## src/rtl/pulse_peak_extractor.sv

```systemverilog
// Reduces each above-threshold pulse of the shaped stream to one {amp, time, width}
// record, with post-event hold-off and a single-entry output register.
module pulse_peak_extractor #(
  parameter int SIZE_FILTER_DATA = 15,
  parameter int THRESHOLD        = 100,
  parameter int MIN_WIDTH        = 2,
  parameter int HOLDOFF          = 8,
  parameter int TS_W             = 32,
  parameter int WID_W            = 16
) (
  input  logic                          clk,
  input  logic                          reset,
  input  logic signed [SIZE_FILTER_DATA:0] in_data,
  input  logic                          in_valid,
  output logic                          evt_valid,
  input  logic                          evt_ready,
  output logic signed [SIZE_FILTER_DATA:0] evt_amp,
  output logic [TS_W-1:0]               evt_time,
  output logic [WID_W-1:0]              evt_width,
  output logic                          busy,
  output logic                          overflow
);
  localparam int DW   = SIZE_FILTER_DATA + 1;
  localparam int HC_W = (HOLDOFF > 1) ? $clog2(HOLDOFF) : 1;
  localparam logic signed [DW-1:0] TH      = DW'(THRESHOLD);
  localparam logic [WID_W-1:0]     WID_MAX = '1;

  typedef struct packed {
    logic signed [DW-1:0] amp;
    logic [TS_W-1:0]      ptime;
    logic [WID_W-1:0]     width;
  } evt_t;

  typedef enum logic [1:0] {IDLE, PULSE, HOLD} state_t;

  state_t          state, state_nxt;
  evt_t            cur, cur_nxt, rec;
  logic [TS_W-1:0] ts;
  logic [HC_W-1:0] hcnt, hcnt_nxt;
  logic            above, emit;

  assign above = in_data > TH;

  always_ff @(posedge clk) begin
    if (!reset) state <= IDLE;
    else        state <= state_nxt;
  end

  always_comb begin
    state_nxt = state;
    cur_nxt   = cur;
    hcnt_nxt  = hcnt;
    emit      = 1'b0;
    if (in_valid) begin
      case (state)
        IDLE: begin
          if (above) begin
            state_nxt = PULSE;
            cur_nxt   = '{amp: in_data, ptime: ts, width: WID_W'(1)};
          end
        end
        PULSE: begin
          if (above) begin
            if (cur.width != WID_MAX) cur_nxt.width = cur.width + 1'b1;
            // strict compare: on a plateau the first maximum keeps its timestamp
            if (in_data > cur.amp) begin
              cur_nxt.amp   = in_data;
              cur_nxt.ptime = ts;
            end
          end else if (cur.width >= WID_W'(MIN_WIDTH)) begin
            emit      = 1'b1;
            state_nxt = (HOLDOFF == 0) ? IDLE : HOLD;
            hcnt_nxt  = '0;
          end else begin
            state_nxt = IDLE;
          end
        end
        HOLD: begin
          if (hcnt == HC_W'(HOLDOFF - 1)) state_nxt = IDLE;
          else                            hcnt_nxt  = hcnt + 1'b1;
        end
        default: state_nxt = IDLE;
      endcase
    end
  end

  always_ff @(posedge clk) begin
    if (!reset) begin
      cur       <= '0;
      hcnt      <= '0;
      ts        <= '0;
      rec       <= '0;
      evt_valid <= 1'b0;
      overflow  <= 1'b0;
    end else begin
      cur  <= cur_nxt;
      hcnt <= hcnt_nxt;
      if (in_valid) ts <= ts + 1'b1;
      // a slot being drained this cycle can take the new record immediately
      if (emit && (!evt_valid || evt_ready)) begin
        evt_valid <= 1'b1;
        rec       <= cur;
      end else if (evt_valid && evt_ready) begin
        evt_valid <= 1'b0;
      end
      if (emit && evt_valid && !evt_ready) overflow <= 1'b1;
    end
  end

  assign evt_amp   = rec.amp;
  assign evt_time  = rec.ptime;
  assign evt_width = rec.width;
  assign busy      = (state != IDLE);

endmodule
```

## config.mk

```make
export PLATFORM = sky130hd
export DESIGN_NAME = pulse_peak_extractor
export DESIGN_NICKNAME = d
export VERILOG_FILES = /design/src/rtl/pulse_peak_extractor.sv
export SDC_FILE = /design/constraint.sdc
export NUM_CORES = 1
export LEC_CHECK = 0
export ABC_AREA = 1
export ABC_CLOCK_PERIOD_IN_PS = 1800
export CAP_MARGIN = 10
export CORE_AREA = 2 2 127 129
export CTS_CLUSTER_SIZE = 12
export DETAILED_ROUTE_END_ITERATION = 8
export DIE_AREA = 0 0 129 131
export GPL_TIMING_DRIVEN = 0
export PLACE_DENSITY_LB_ADDON = 0.08
export SYNTH_ARGS = -nofsm -noshare
export SYNTH_HDL_FRONTEND = slang
export SYNTH_SLANG_ARGS = --single-unit
export TNS_END_PERCENT = 1
```

## constraint.sdc

```tcl
create_clock -name clk -period 1.8 [get_ports clk]
set_input_delay 0.27 -clock clk [delete_from_list [all_inputs] [get_ports clk]]
set_output_delay 0.27 -clock clk [all_outputs]
set_load 0.01 [all_outputs]
```

## Yosys cells after proc, flatten, opt, wreduce, memory -nomap -nowiden

Cells that the tools add are included.

- Bits in registers: 167
- Input bits: 20
- Output and inout port bits: 67
- Logic and storage cells: 65

- Add/subtract/negate cells: 3
- Magnitude comparators: 3
- Equality and inequality tests: 12
- Mux-type cells: 20
- Reduce and logical (&&, ||, !) cells: 16

Operators by type and width:

| kind | count |
|---|---|
| $mux 64 | 2 |
| $pmux 64 s2 | 1 |
| $mux 48 | 1 |
| $add 32x1->32 const B | 1 |
| $add 16x1->16 const B | 1 |
| $ge 16x2->1 const B | 1 |
| $gt 16x16->1 | 1 |
| $gt 16x8->1 const B | 1 |
| $mux 16 | 1 |
| $ne 16x16->1 const B | 1 |
| $ne 2x2->1 const B | 8 |
| $reduce_and 5->1 | 3 |
| $mux 3 | 3 |
| $mux 2 | 4 |
| $reduce_bool 2->1 | 4 |
| $mux 1 | 6 |
| $pmux 2 s3 | 1 |
| $pmux 3 s2 | 1 |
| $logic_and 1x1->1 | 4 |
| $reduce_and 4->1 | 1 |
| $add 3x1->3 const B | 1 |
| $eq 3x3->1 const B | 1 |
| $eq 2x1->1 const B | 1 |
| $eq 2x2->1 const B | 1 |
| 3 further kinds | 4 |

## Logic depth before layout (Yosys ltp)

- Depth in word-level cells: 7
- Depth in mapped cells: 17

## Least setup slack after synthesis

No wires, ideal clock.

- Kind: reg2reg
- Start point: reg cur[63] (netlist name)
- End point: reg cur[56] (netlist name)
- Setup time: 115 ps
- Data arrival time: 1775 ps
- Path slack: -90 ps
- Cell stages (with the launch flop): 16
- Path buffers: 2
- Cell sequence: dfxtp_1 -> inv_1 -> ha_1 -> nand2_2 -> nor2_4 -> nand2_1 -> nor2_2 -> nand2_1 -> nand3_1 -> nand2_1 -> nand3_1 -> nand2_2 -> buf_6 -> buf_6 -> a21oi_1 -> nor2_1

- Cells in the longest elaborated chain, start to end: 3

RTL lines:

| item | line | RTL |
|---|---|---|
| start: declaration | 37 | `evt_t cur, cur_nxt, rec;` |
| start signal: assignment | 96 | `cur <= cur_nxt;` |
| $gt 16x16->1 | 66 | `if (in_data > cur.amp) begin` |
| $ne 2x2->1 (no line) | -- |  |
| $reduce_and 5->1 (no line) | -- |  |

No other way between the ends.
A chain may end at the register's enable or synchronous reset.

## Final worst setup path

- Start point: reg cur[57] (netlist name)
- End point: reg cur[60] (netlist name)

Same word-level chain as after synthesis.

==> results <==
-- kinds of logic after synthesis --
logic type / count (synthesis)
simple gates: 548
xor+xnor: 16
compound gates: 176
flops: 167
fa+ha+maj: 21
buf+inv: 161
-- power by group through the flow --
stage,Sequential [mW],Combinational (mW),Clock (mW)
after global routing,3.88,1.01,4.28
final,3.87,0.921,4.09
after CTS,3.86,0.813,4.10
after detailed placement,3.94,0.697,0
after floorplan,3.93,0.493,0
after global placement,3.94,0.688,0
-- routing by layer --
layer	vias to the layer above	share of wire, %
li1	3775	-
met1	3524	46
met2	219	47
met3	45	4.5
met4	0	2.8
met5	-	0
-- state kept, by name, summed over array words and instances, names as in the netlist --
name	cells
state	2
evt_width	16
hcnt	3
evt_amp	16
ts	32
overflow	1
evt_valid	1
evt_time	32
cur	64
-- area by class of cell --
type | count | area share (%)
Sequential cell | 167 | 32.6
Clock inverter | 10 | 1.84
Clock buffer | 22 | 4.47
Timing Repair Buffer | 105 | 10.3
Inverter | 105 | 3.85
Tap cell | 216 | 2.60
Multi-Input combinational cell | 761 | 40.3
Buffer | 54 | 4.04
-- worst paths after layout --
path	start	to	slack (ps)	depth (start not counted)
max	cur[57]	cur[60]	-310	14
min reg2reg	cur[38]	evt_time[22]	460	2
min	in_valid	ts[2]	200	3
max reg2reg	cur[57]	cur[60]	-310	14
-- cell usage in the layout, fill, tap and decap left out, types with 9 or more instances in the layout --
cell type | Yosys | final
clkdlybuf4s50_1 | 0 | 76
clkbuf_1 | 25 | 23
nor3_1 | 24 | 19
dfxtp_1 | 167 | 141
buf_4 | 9 | 20
a21oi_2 | 0 | 25
ha_1 | 21 | 11
nor2_4 | 3 | 9
a21oi_1 | 146 | 120
inv_1 | 101 | 95
nand3_1 | 80 | 66
nor2_1 | 116 | 107
nand3_2 | 2 | 15
nand2_2 | 6 | 16
nand2_1 | 281 | 264
buf_6 | 7 | 15
xor2_1 | 13 | 13
nand4_1 | 11 | 11
o21ai_0 | 17 | 16
ha_4 | 0 | 10
nand2_4 | 2 | 9
nor4_1 | 10 | 10
clkbuf_16 | 0 | 19
dfxtp_2 | 0 | 23
-- per-stage QoR --
stage,instance area (um2),hold WS [ps],instances
floorplan,7780,430,1089
CTS,9980,198,1435
global route,10400,214,1440
detailed placement,8890,448,1389
global placement,8890,445,1389
finish,10400,195,1440
-- repair_timing --
item,4_1_cts,5_1_grt
resized for setup,92,91
pin swaps,18,21
cloned,1,2
endpoints found under the setup margin,137,149
buffers inserted,15,3
-- critical path, stage by stage (launching register included) --
cell and delay, ps:
dfxtp_2 350, inv_2 50, ha_4 280, nand2_4 50
nor2_4 120, buf_4 130, nand3_1 110, nand3_1 110
nand2_1 70, nand3_2 120, nand2_4 100, buf_12 170
buf_6 140, a21oi_1 130, nor2_1 60
==> impl_results.md <==
* Status: complete, but fails checks
* Failing checks: setup timing
* # rows at 46
* Final Cycle Share at 117%
* EDFF count, synth at 0
* Drt first-iter violations at 551
* Total CTS buffers at 17
* Simple-Gate Fraction of Synth Area at between 30% and 40%
* DR WL/cell at 15.1 um
* Static leakage at 3.91 nW
* Seq pwr share at 43.6%
* Cts hold-fix bufs at 0
* Ys flop type: dfxtp_1
* H-tree depth at 4
* Unique masters post-synth at 39
* Die ar. at between 15000 and 20000 um2
* Die H at about 130 um
* GR Util met2 at 40.6%
* Fraction of the mapped netlist area in compound gates at 11.7%
* DRC errors left at 0
* Net Sw Frac at 24.3%
* Die W at roughly 130 um
* Setup slack after layout at -308 ps
* Setup TNS at -18260 ps
* Register area at roughly 3400 um2
* PD cells at 856 nW/um2
* Initial antenna violation count at 0
* Synth Area in Adders at under 10%
* GRT busiest layer: met2
* Core area at 15600 um2
* Mapped Avg Cell Area at about 7.1 um2
* Sequential share of the synthesized area at 43.1%
* Global-route wire length before repair at 33500 um
* Fin crit period at 2110 ps
* Power share of the clock group at 46.0%
* Most common cell in the netlist: nand2_1
* RSZ-0062 raised after global routing: true
* HPWL Detailed at 14400 um
* Max Clk Rate at about 0.47 GHz
* Critical path endpoint category: register
* Final ANT Viol Nets at 0
* Vias/cell at ~5.3
* Dpl ws at -847 ps
* Via Count at 7563
* CP required at 2130 ps
* Max Slew Vio Count at 0
* Clk pin slew, worst setup/hold paths at 60 ps
* PortBufs at 84
* Yosys Warn Count at 0
* CP Max Fanout at 10
* Synth Area in XOR/XNOR at roughly 1.8%
* Synth top area cells: dfxtp_1 43%, nand2_1 14%, a21oi_1 9.4%, nor2_1 5.6%, nand3_1 5.2%
* Worst EP arrival at 2440 ps
* Multi-input gate area at 4190 um2
* Root buffer cell: clkbuf_16
* Combinational power share at 10.4%
* Pint at 6.73 mW
* Initial core utilization at 49.8%
* Fillers at approximately 1.4k
* Vias in the first global route at ~6.7k
* Max_cap viols at 0
* Worst slew margin at 52.5%
* Total global-route track usage at 25.3%
* CP startpoint kind: register
* Final core utilization at 66.5%
* Peak VDD IR at 0.739 mV
* Area leader, netlist: dfxtp_1
* Ports at 87
* GP Congestion at between 0.9 and 1
* Met3 Track Usage GR at 4.60%
* Max clock buf depth at 2
* Final hold viol count at 0
* Mux cell area share after synthesis at 0%
* P_sw at 2.16 mW
* CTS tree: yes
* Hold Crit Class: in2reg
* Worst-Skew Late Latency at 440 ps
* GR Overflow Total at 0
* Drt total wl at 21800 um
* Largest family of logic cells by synthesized area: simple AND/OR/NAND/NOR gates
* Layout Skew at 7.40 ps
* Top cell type's share of synthesized area at 43.1%
* Area overhead of the layout relative to synthesis at 33.7%
* Syn Inst Count at 1089
* Share of cells above drive strength 1 at 18.2%
* # diodes at 0
* Net count, final at 1252
* Setup violations, final at ~110
* CTS sink cnt at between 150 and 200
* DRT Pass-1 Iters at 6
* Largest net degree at the start of global routing at 17
* Netlist area before placement at 7760 um2
* Synth top cells by count: 281 x nand2_1, 167 x dfxtp_1, 146 x a21oi_1, 116 x nor2_1, 101 x inv_1
* Grt met1 use at 34.1%
* Power, Total at 8.89 mW
* Async SR Flop Fraction at 0%
* Synthesized flop and latch total at 167
* Slew at the pin closest to its max-slew limit at 713 ps
* Synthesized net count at about 1.1k
* Type of the worst setup path: reg2reg
(Power assumes the default switching activity.)
